### config.mk
export PLATFORM = sky130hd
export DESIGN_NAME = multi_divider
export DESIGN_NICKNAME = d
export VERILOG_FILES = /design/src/rtl/multi_divider_pkg.sv /design/src/rtl/multi_divider_channel.sv /design/src/rtl/multi_divider.sv
export SDC_FILE = /design/constraint.sdc
export NUM_CORES = 1
export LEC_CHECK = 0
export CAP_MARGIN = 20
export CORE_MARGIN = 2
export CORE_UTILIZATION = 55
export DETAILED_ROUTE_END_ITERATION = 8
export PLACE_DENSITY = 0.72
export SYNTH_ARGS = -nofsm -noshare
export SYNTH_HDL_FRONTEND = slang
export SYNTH_SLANG_ARGS = --single-unit
export TNS_END_PERCENT = 50
### constraint.sdc
create_clock -name clk -period 5.15 [get_ports clk]
set_clock_uncertainty 0.15 [all_clocks]
set_input_delay 0.7725 -clock clk [delete_from_list [all_inputs] [get_ports clk]]
set_output_delay 0.7725 -clock clk [all_outputs]
set_load 0.01 [all_outputs]
### src/rtl/multi_divider_pkg.sv
// Shared types and constants for the multi-channel clock divider.
// Mode encodings and channel sequencing states are used by the channel and the top.
`timescale 1ns/1ps
package multi_divider_pkg;

  typedef enum logic {
    MODE_SQUARE = 1'b0,
    MODE_PULSE  = 1'b1
  } div_mode_t;

  typedef enum logic {
    CH_IDLE = 1'b0,
    CH_RUN  = 1'b1
  } ch_state_t;

  localparam int MAX_CH = 16;

endpackage

### src/rtl/multi_divider_channel.sv
// One divider channel: counter, live ratio/mode, shadow update slot and registered output.
// Updates arriving while the channel runs are held until the next period boundary.
`timescale 1ns/1ps
module multi_divider_channel
  import multi_divider_pkg::*;
#(
  parameter int DIV_W = 8
) (
  input  logic             clk,
  input  logic             reset,
  input  logic             enable,
  input  logic             sync,
  input  logic             ld_valid,
  input  logic [DIV_W-1:0] ld_div,
  input  logic             ld_mode,
  output logic             pending,
  output logic             out
);

  localparam int HW = DIV_W + 1;

  ch_state_t        state_reg, state_next;
  logic [DIV_W-1:0] cnt_reg, cnt_next;
  logic [DIV_W-1:0] div_reg, div_next;
  div_mode_t        mode_reg, mode_next;
  logic [DIV_W-1:0] shadow_div_reg, shadow_div_next;
  div_mode_t        shadow_mode_reg, shadow_mode_next;
  logic             pending_reg, pending_next;
  logic             out_reg, out_next;

  logic active;
  logic wrap;
  logic boundary;

  // Output level for count c within a period of n; the half-period sum is one bit wider
  // so that n at full scale still rounds up correctly.
  function automatic logic wave(input logic [DIV_W-1:0] c, input logic [DIV_W-1:0] n,
                                input div_mode_t m);
    logic [HW-1:0] half;
    logic          level;
    half = ({1'b0, n} + HW'(1)) >> 1;
    if (n == '0)
      level = 1'b0;
    else if (m == MODE_PULSE)
      level = (c == n - DIV_W'(1));
    else
      level = ({1'b0, c} < half);
    return level;
  endfunction

  always_ff @(posedge clk or posedge reset) begin
    if (reset) begin
      state_reg       <= CH_IDLE;
      cnt_reg         <= '0;
      div_reg         <= '0;
      mode_reg        <= MODE_SQUARE;
      shadow_div_reg  <= '0;
      shadow_mode_reg <= MODE_SQUARE;
      pending_reg     <= 1'b0;
      out_reg         <= 1'b0;
    end else begin
      state_reg       <= state_next;
      cnt_reg         <= cnt_next;
      div_reg         <= div_next;
      mode_reg        <= mode_next;
      shadow_div_reg  <= shadow_div_next;
      shadow_mode_reg <= shadow_mode_next;
      pending_reg     <= pending_next;
      out_reg         <= out_next;
    end
  end

  always_comb begin
    state_next       = state_reg;
    cnt_next         = cnt_reg;
    div_next         = div_reg;
    mode_next        = mode_reg;
    shadow_div_next  = shadow_div_reg;
    shadow_mode_next = shadow_mode_reg;
    pending_next     = pending_reg;
    out_next         = out_reg;

    active   = enable && (div_reg != '0);
    wrap     = (state_reg == CH_RUN) && (cnt_reg == div_reg - DIV_W'(1));
    boundary = (state_reg == CH_IDLE) || sync || wrap;

    if (!active) begin
      state_next = CH_IDLE;
      cnt_next   = '0;
      out_next   = 1'b0;
      if (pending_reg) begin
        div_next     = shadow_div_reg;
        mode_next    = shadow_mode_reg;
        pending_next = 1'b0;
      end else if (ld_valid) begin
        div_next  = ld_div;
        mode_next = div_mode_t'(ld_mode);
      end
    end else begin
      state_next = CH_RUN;
      if (boundary) begin
        cnt_next = '0;
        if (pending_reg) begin
          div_next     = shadow_div_reg;
          mode_next    = shadow_mode_reg;
          pending_next = 1'b0;
        end
        out_next = wave('0, div_next, mode_next);
      end else begin
        cnt_next = cnt_reg + DIV_W'(1);
        out_next = wave(cnt_next, div_reg, mode_reg);
      end
      // A request accepted on a wrap edge waits for the following boundary.
      if (ld_valid) begin
        shadow_div_next  = ld_div;
        shadow_mode_next = div_mode_t'(ld_mode);
        pending_next     = 1'b1;
      end
    end
  end

  assign pending = pending_reg;
  assign out     = out_reg;

endmodule

### src/rtl/multi_divider.sv
// NUM_CH-channel programmable divider: config decode, ready mux and the channel array.
// Requests addressed beyond the last channel see ready=1 and are silently dropped.
`timescale 1ns/1ps
module multi_divider
  import multi_divider_pkg::*;
#(
  parameter int NUM_CH = 4,
  parameter int DIV_W  = 8,
  parameter int CH_W   = 2
) (
  input  logic              clk,
  input  logic              reset,
  input  logic [NUM_CH-1:0] enable,
  input  logic              sync_all,
  input  logic              cfg_valid,
  output logic              cfg_ready,
  input  logic [CH_W-1:0]   cfg_ch,
  input  logic [DIV_W-1:0]  cfg_div,
  input  logic              cfg_mode,
  output logic [NUM_CH-1:0] out
);

  localparam int SLOTS = 1 << CH_W;

  logic [NUM_CH-1:0] pending;
  logic [NUM_CH-1:0] ld_valid;
  logic [SLOTS-1:0]  pending_slot;

  // Unused slots read as never pending, which makes out-of-range channels always ready.
  always_comb begin
    pending_slot             = '0;
    pending_slot[NUM_CH-1:0] = pending;
  end

  assign cfg_ready = !pending_slot[cfg_ch];

  generate
    for (genvar gi = 0; gi < NUM_CH; gi++) begin : g_ch
      assign ld_valid[gi] = cfg_valid && cfg_ready && (cfg_ch == CH_W'(gi));

      multi_divider_channel #(
        .DIV_W(DIV_W)
      ) u_channel (
        .clk     (clk),
        .reset   (reset),
        .enable  (enable[gi]),
        .sync    (sync_all),
        .ld_valid(ld_valid[gi]),
        .ld_div  (cfg_div),
        .ld_mode (cfg_mode),
        .pending (pending[gi]),
        .out     (out[gi])
      );
    end
  endgenerate

endmodule
==> flow_metrics.env, run 1 <==
export IMPL_cts_root_buf="clkbuf_16"
export IMPL_met1_length_mm=10.2
export IMPL_die_x_um=132
export IMPL_worstSetupPathType="reg2reg"
export IMPL_top_layer_used="met4"
export IMPL_rrSetupSlack_ns=1.34
export IMPL_wl_met2_mm=9.72
export IMPL_synth_edf_count=0
export IMPL_routed_via_density=5.97
export IMPL_cts_htree_levels=4
export IMPL_place_hpwl_mm=14.8
export IMPL_max_clock_path_buffers=2
export IMPL_dr_pass1_iters=5
export IMPL_cts_resized=0
export IMPL_coreArea_mm2=0.0159
export IMPL_worstReg2RegStart="g_ch[1].u_channel.div_reg[0]"
export IMPL_grt_pass1_vias=6683
export IMPL_hold_violations=0
export IMPL_yosysWarnings=0
export IMPL_cts_setup_buffers=0
export IMPL_drive_above_1_share=0.103
export IMPL_route_met3_wl_um=928
export IMPL_power_density_mw_per_mm2=391
export IMPL_grt_max_degree=81
export IMPL_wl_per_cell_um=17.6
export IMPL_tns_ns=0
export IMPL_outcome="completed"
export IMPL_whs_path_depth=1
export IMPL_fin_cells=1194
export IMPL_ys_flop_type="dfrtp_1"
export IMPL_reg2reg_depth=10
export IMPL_port_buffers=23
export IMPL_synthesis_area_mm2=0.00899
export IMPL_drc=0
export IMPL_rows=46
export IMPL_power_uw=3910
export IMPL_fin_nets=1041
export IMPL_die_h_um=132
export IMPL_num_vias=7133
export IMPL_dr_first_iter_drc_count=617
export IMPL_grt_pass1_wl_mm=35.3
export IMPL_final_max_slew_viol_count=0
export IMPL_setup_viol=0
export IMPL_grt_overflow=0
export IMPL_clock_sinks=116
export IMPL_die_area_mm2=0.0174
export IMPL_area_growth_pct=11.2
export IMPL_path_clk_slew_ns=0.05
export IMPL_ant_nets=0
export IMPL_slew_headroom=0.349
export IMPL_clock_latency_ns=0.42
export IMPL_antenna_found_initial=0
export IMPL_yosysSeqAreaShare=0.323
export IMPL_synth_seq_cells=116
export IMPL_min_period_ns=3.81
export IMPL_cts_buffers=17
export IMPL_fin_crit_sh=0.739
export IMPL_async_flop_share=1.00
export IMPL_path_max_fanout=13
export IMPL_synthCells=975
export IMPL_tritoncts="done"
export IMPL_synth_nets=1050
export IMPL_cp_start_kind="flip-flop"
export IMPL_leakage_uw=0.00440
export IMPL_syn_area_per_cell_um2=9.22
export IMPL_wirelength_mm=21.1
export IMPL_critPathCaptureType="flip-flop"
export IMPL_drv_cap=0
export IMPL_ctsHoldBuffers=0
export IMPL_hold_class="reg2reg"
export IMPL_min_from="g_ch[3].u_channel.shadow_div_reg[7]"
export IMPL_place_inst=1162
export IMPL_utilization=0.627
export IMPL_grt_use_total=0.250
export IMPL_rsz0062_at_grt="no"
export IMPL_arrival_ns=3.94
export IMPL_initial_core_util=0.564
export IMPL_antenna_cells=0
export IMPL_worst_pin_slew_ns=0.976
export IMPL_gp_congestion=0.910
export IMPL_irDropWorstVdd_mv=0.252
export IMPL_r2r_end="g_ch[1].u_channel.div_reg[0]"
export IMPL_io_pins=24
export IMPL_fmax_mhz=263
export IMPL_synth_cell_types=76
export IMPL_crit_required_ns=5.28
export IMPL_hold_path_endpoint="g_ch[3].u_channel.shadow_div_reg[7]"
export IMPL_hold_ws_ns=0.360
-- metrics by stage --
stage / instance area, µm² / setup slack [ns]
2_1_floorplan: 8990 / 1.16
3_3_place_gp: 9270 / 1.65
3_5_place_dp: 9270 / 1.44
4_1_cts: 9960 / 1.42
5_1_grt: 9990 / 0.970
6_report: 9990 / 1.34
-- worst max-delay path by stage --
stage / start / slack (ns) / endpoint
floorplan: reset / 1.16 / g_ch[0].u_channel.cnt_reg[0]
global placement: cfg_ch[1] / 1.65 / cfg_ready
detailed placement: g_ch[1].u_channel.div_reg[0] / 1.44 / g_ch[1].u_channel.div_reg[0]
CTS: g_ch[1].u_channel.div_reg[0] / 1.42 / g_ch[1].u_channel.div_reg[0]
global route: g_ch[1].u_channel.div_reg[0] / 0.97 / g_ch[1].u_channel.div_reg[0]
finish: g_ch[1].u_channel.div_reg[0] / 1.34 / g_ch[1].u_channel.div_reg[0]
-- power by group --
group | internal (µW) | switching (µW)
clock network | 969 | 423
logic | 599 | 563
registers | 1060 | 293
total | 2630 | 1280
-- worst max-delay path, stage by stage, from the launching register on --
cell,delay [ns]
dfrtp_1,0.48
inv_1,0.14
ha_1,0.20
nor3b_2,0.42
nand2_1,0.18
o21ai_1,0.54
inv_1,0.37
and3_1,0.31
nand2_1,0.35
o31a_1,0.38
o32ai_1,0.15
-- cell usage after synthesis, types with 5 or more instances --
cell         n  area (µm²)
buf_4        5        37.5
o2bb2ai_1    9        78.8
buf_1       12        45.0
o211ai_1     5        37.5
xnor3_1     11         248
a21boi_0    17         128
or3_1        9        56.3
nand3b_1     7        52.6
o21a_1      10        75.1
a2bb2oi_1    8        70.1
nor3b_1      5        37.5
nand2_1     48         180
nand3_1     50         250
o32ai_1      5        43.8
nor2b_1      8        50.1
and3_1      19         119
mux2i_1      7        70.1
o21ai_0     28         140
a22oi_1      6        45.0
o221a_2      6        67.6
inv_1       68         255
a211oi_1    11        82.6
ha_1        56         701
nor2_1      70         263
mux2_2      42         473
nand4_1     11        68.8
xnor2_1     69         604
xor2_1      49         429
nor3_1      34         170
nor4_1       9        56.3
dfrtp_1    116        2900
a21oi_1     26         130
a31oi_1      8        50.1
o31ai_1     11        82.6
o22a_1       6        52.6
nand2b_1    11        68.8
clkbuf_1    33         124
buf_2        5        25.0
-- layout by cell type, fill, tap and decap left out, types with 11 or more instances in the layout --
cell type | Yosys | routed
dfrtp_1 | 116 | 116
nor2_1 | 70 | 70
xnor2_1 | 69 | 69
inv_1 | 68 | 67
ha_1 | 56 | 56
nand3_1 | 50 | 50
xor2_1 | 49 | 49
nand2_1 | 48 | 48
mux2_2 | 42 | 42
nor3_1 | 34 | 34
o21ai_0 | 28 | 28
a21oi_1 | 26 | 26
clkdlybuf4s50_1 | 0 | 23
and3_1 | 19 | 19
a21boi_0 | 17 | 17
clkbuf_16 | 0 | 17
xnor3_1 | 11 | 11
nand2b_1 | 11 | 11
nand4_1 | 11 | 11
o31ai_1 | 11 | 11
a211oi_1 | 11 | 11
-- final cells by class --
cell class,instances,area [µm²]
Inverter,69,262
Multi-Input combinational cell,733,5570
Fill cell,1352,5950
Clock buffer,23,498
Timing Repair Buffer,29,295
Sequential cell,116,2900
Tap cell,216,270
Clock inverter,8,194
-- kinds of logic (layout without fill, tap and decap cells) --
group | count (synthesis) | after routing | synth area share
AND/OR/NAND/NOR | 302 | 302 | 0.174
flip-flops | 116 | 116 | 0.323
adder cells (fa/ha/maj) | 56 | 56 | 0.0780
XOR/XNOR | 129 | 129 | 0.143
AO/OA/AOI/OAI | 196 | 196 | 0.162
buffers and inverters | 126 | 129 | 0.0571
multiplexers | 50 | 50 | 0.0629
-- metal layers --
metal  global-route usage  vias to the layer above
li1                     -                     3478
met1                0.369                     3470
met2                0.385                      169
met3               0.0434                       16
met4               0.0568                        0
met5                    0                        -
(Power assumes the default switching activity.)
==> run 2: changes to the inputs <==
--- a/config.mk
+++ b/config.mk
@@ -9,7 +9,7 @@
 export CORE_MARGIN = 2
 export CORE_UTILIZATION = 55
 export DETAILED_ROUTE_END_ITERATION = 8
-export PLACE_DENSITY = 0.72
+export PLACE_DENSITY = 0.75
 export SYNTH_ARGS = -nofsm -noshare
 export SYNTH_HDL_FRONTEND = slang
 export SYNTH_SLANG_ARGS = --single-unit
==> constraint.sdc (replaced) <==
create_clock -name clk -period 3.35 [get_ports clk]
set_clock_uncertainty 0.15 [all_clocks]
set_input_delay 0.5025 -clock clk [delete_from_list [all_inputs] [get_ports clk]]
set_output_delay 0.5025 -clock clk [all_outputs]
set_load 0.01 [all_outputs]
==> flow_metrics.env, run 2 (synthesized netlist as in run 1, its figures left out) <==
export IMPL_outcome="completed"
export IMPL_cts_buffers=17
export IMPL_place_area_mm2=0.00947
export IMPL_clock_sinks=116
export IMPL_initial_core_util=0.564
export IMPL_antenna_cells=0
export IMPL_io_pins=24
export IMPL_hold_class="reg2reg"
export IMPL_place_inst=1185
export IMPL_min_period_ns=3.08
export IMPL_drive_above_1_share=0.119
export IMPL_fmax_mhz=324
export IMPL_leakage_uw=0.00445
export IMPL_tns_ns=0
export IMPL_finalInstanceArea_mm2=0.0100
export IMPL_setup_viol=0
export IMPL_drv_cap=0
export IMPL_slew_headroom=0.513
export IMPL_port_buffers=23
export IMPL_multi_input_area_mm2=0.00557
export IMPL_antenna_found_initial=0
export IMPL_grt_pass1_wl_mm=36.3
export IMPL_crit_required_ns=3.51
export IMPL_cts_root_buf="clkbuf_16"
export IMPL_die_x_um=132
export IMPL_rsz0062_at_grt="no"
export IMPL_power_density_mw_per_mm2=572
export IMPL_path_max_fanout=10
export IMPL_layout_setup_ws_ns=0.267
export IMPL_cts_htree_levels=4
export IMPL_worst_pin_slew_ns=0.730
export IMPL_ctsHoldBuffers=0
export IMPL_final_max_slew_viol_count=0
export IMPL_final_cell_mix="dfrtp_1, nor2_1, xnor2_1"
export IMPL_grt_max_degree=37
export IMPL_nFillCells=1313
export IMPL_grt_overflow=0
export IMPL_fin_nets=1063
export IMPL_area_growth_pct=11.8
export IMPL_dr_pass1_iters=5
export IMPL_fin_cells=1216
export IMPL_path_clk_slew_ns=0.05
export IMPL_hold_violations=0
export IMPL_cp_start_kind="flip-flop"
export IMPL_grt_use_total=0.257
export IMPL_seq_area_mm2=0.00290
export IMPL_gp_congestion=0.877
export IMPL_routed_via_density=6.01
export IMPL_dp_slack_ns=0.269
export IMPL_place_hpwl_mm=15.7
export IMPL_die_area_mm2=0.0174
export IMPL_worstSetupPathType="reg2reg"
export IMPL_arrival_ns=3.24
export IMPL_wl_per_cell_um=17.9
export IMPL_drc=0
export IMPL_dr_first_iter_drc_count=737
export IMPL_critPathCaptureType="flip-flop"
export IMPL_ant_nets=0
export IMPL_rows=46
export IMPL_wirelength_mm=21.7
export IMPL_max_clock_path_buffers=2
export IMPL_coreArea_mm2=0.0159
export IMPL_clock_latency_ns=0.42
export IMPL_irDropWorstVdd_mv=0.428
export IMPL_fin_crit_sh=0.920
export IMPL_final_common_cell="dfrtp_1"
export IMPL_die_h_um=132
export IMPL_grt_pass1_vias=7159
export IMPL_cts_setup_buffers=0
export IMPL_tritoncts="done"
export IMPL_num_vias=7311
-- run 2: cell types whose count changed in the layout (fill, tap and decap cells not counted) --
cell	change
inv_4	-1
a21boi_2	+1
bufinv_16	-4
clkinv_2	+1
buf_4	+21
a21boi_1	-1
clkinv_4	-1
clkbuf_1	+5
buf_16	-1
clkbuf_8	-1
buf_12	+2
clkinvlp_4	+1
-- run 2: critical path, stage by stage, from the launching register on --
cell and delay [ns]:
dfrtp_1 0.48, inv_1 0.15, ha_1 0.19, nor3b_2 0.33, nor3b_1 0.38, xnor3_1 0.31
o41ai_4 0.32, or2_1 0.35, a221oi_1 0.14, a21o_1 0.17
-- run 2: cell type report --
cell class / instances / area share
Clock buffer: 27 / 0.0501
Clock inverter: 4 / 0.00697
Inverter: 69 / 0.0261
Multi-Input combinational cell: 733 / 0.555
Sequential cell: 116 / 0.289
Tap cell: 216 / 0.0269
Timing Repair Buffer: 51 / 0.0463
-- run 2: repair_timing --
item                                   in CTS  in global routing
setup endpoints to repair                   0                  6
gates resized for setup                     0                  1
endpoints found under the hold margin       0                  0
-- run 2: final timing paths --
kind / cells after the start / to / slack [ns] / startpoint
max in group asynchronous: 3 / g_ch[0].u_channel.shadow_mode_reg / 1.93 / reset
setup / recovery: 9 / g_ch[2].u_channel.div_reg[7] / 0.27 / g_ch[2].u_channel.div_reg[0]
setup reg to reg: 9 / g_ch[2].u_channel.div_reg[7] / 0.27 / g_ch[2].u_channel.div_reg[0]
hold reg to reg: 1 / g_ch[1].u_channel.shadow_div_reg[7] / 0.36 / g_ch[1].u_channel.shadow_div_reg[7]
hold / removal: 1 / g_ch[1].u_channel.shadow_div_reg[7] / 0.36 / g_ch[1].u_channel.shadow_div_reg[7]
min in group asynchronous: 2 / g_ch[0].u_channel.cnt_reg[5] / 0.40 / reset
-- run 2: report_power, final --
group / switching, µW / internal (µW)
Sequential: 367 / 1630
Combinational: 974 / 971
Clock: 637 / 1170
-- run 2: per-layer routing --
layer  part of all wire  global-route usage  wire length, µm
met1               0.46               0.354            10100
met2               0.47               0.418            10200
met3              0.049              0.0404             1050
met4              0.017              0.0791              365
met5                  0                   0                0
-- run 2: through the flow --
stage	total power, µW	utilization	hold WS (ns)
detailed placement	3930	0.594	0.347
floorplan	3480	-	0.329
global placement	3880	0.594	0.341
global route	6070	0.630	0.366
finish	5750	0.630	0.358
CTS	5750	0.630	0.359
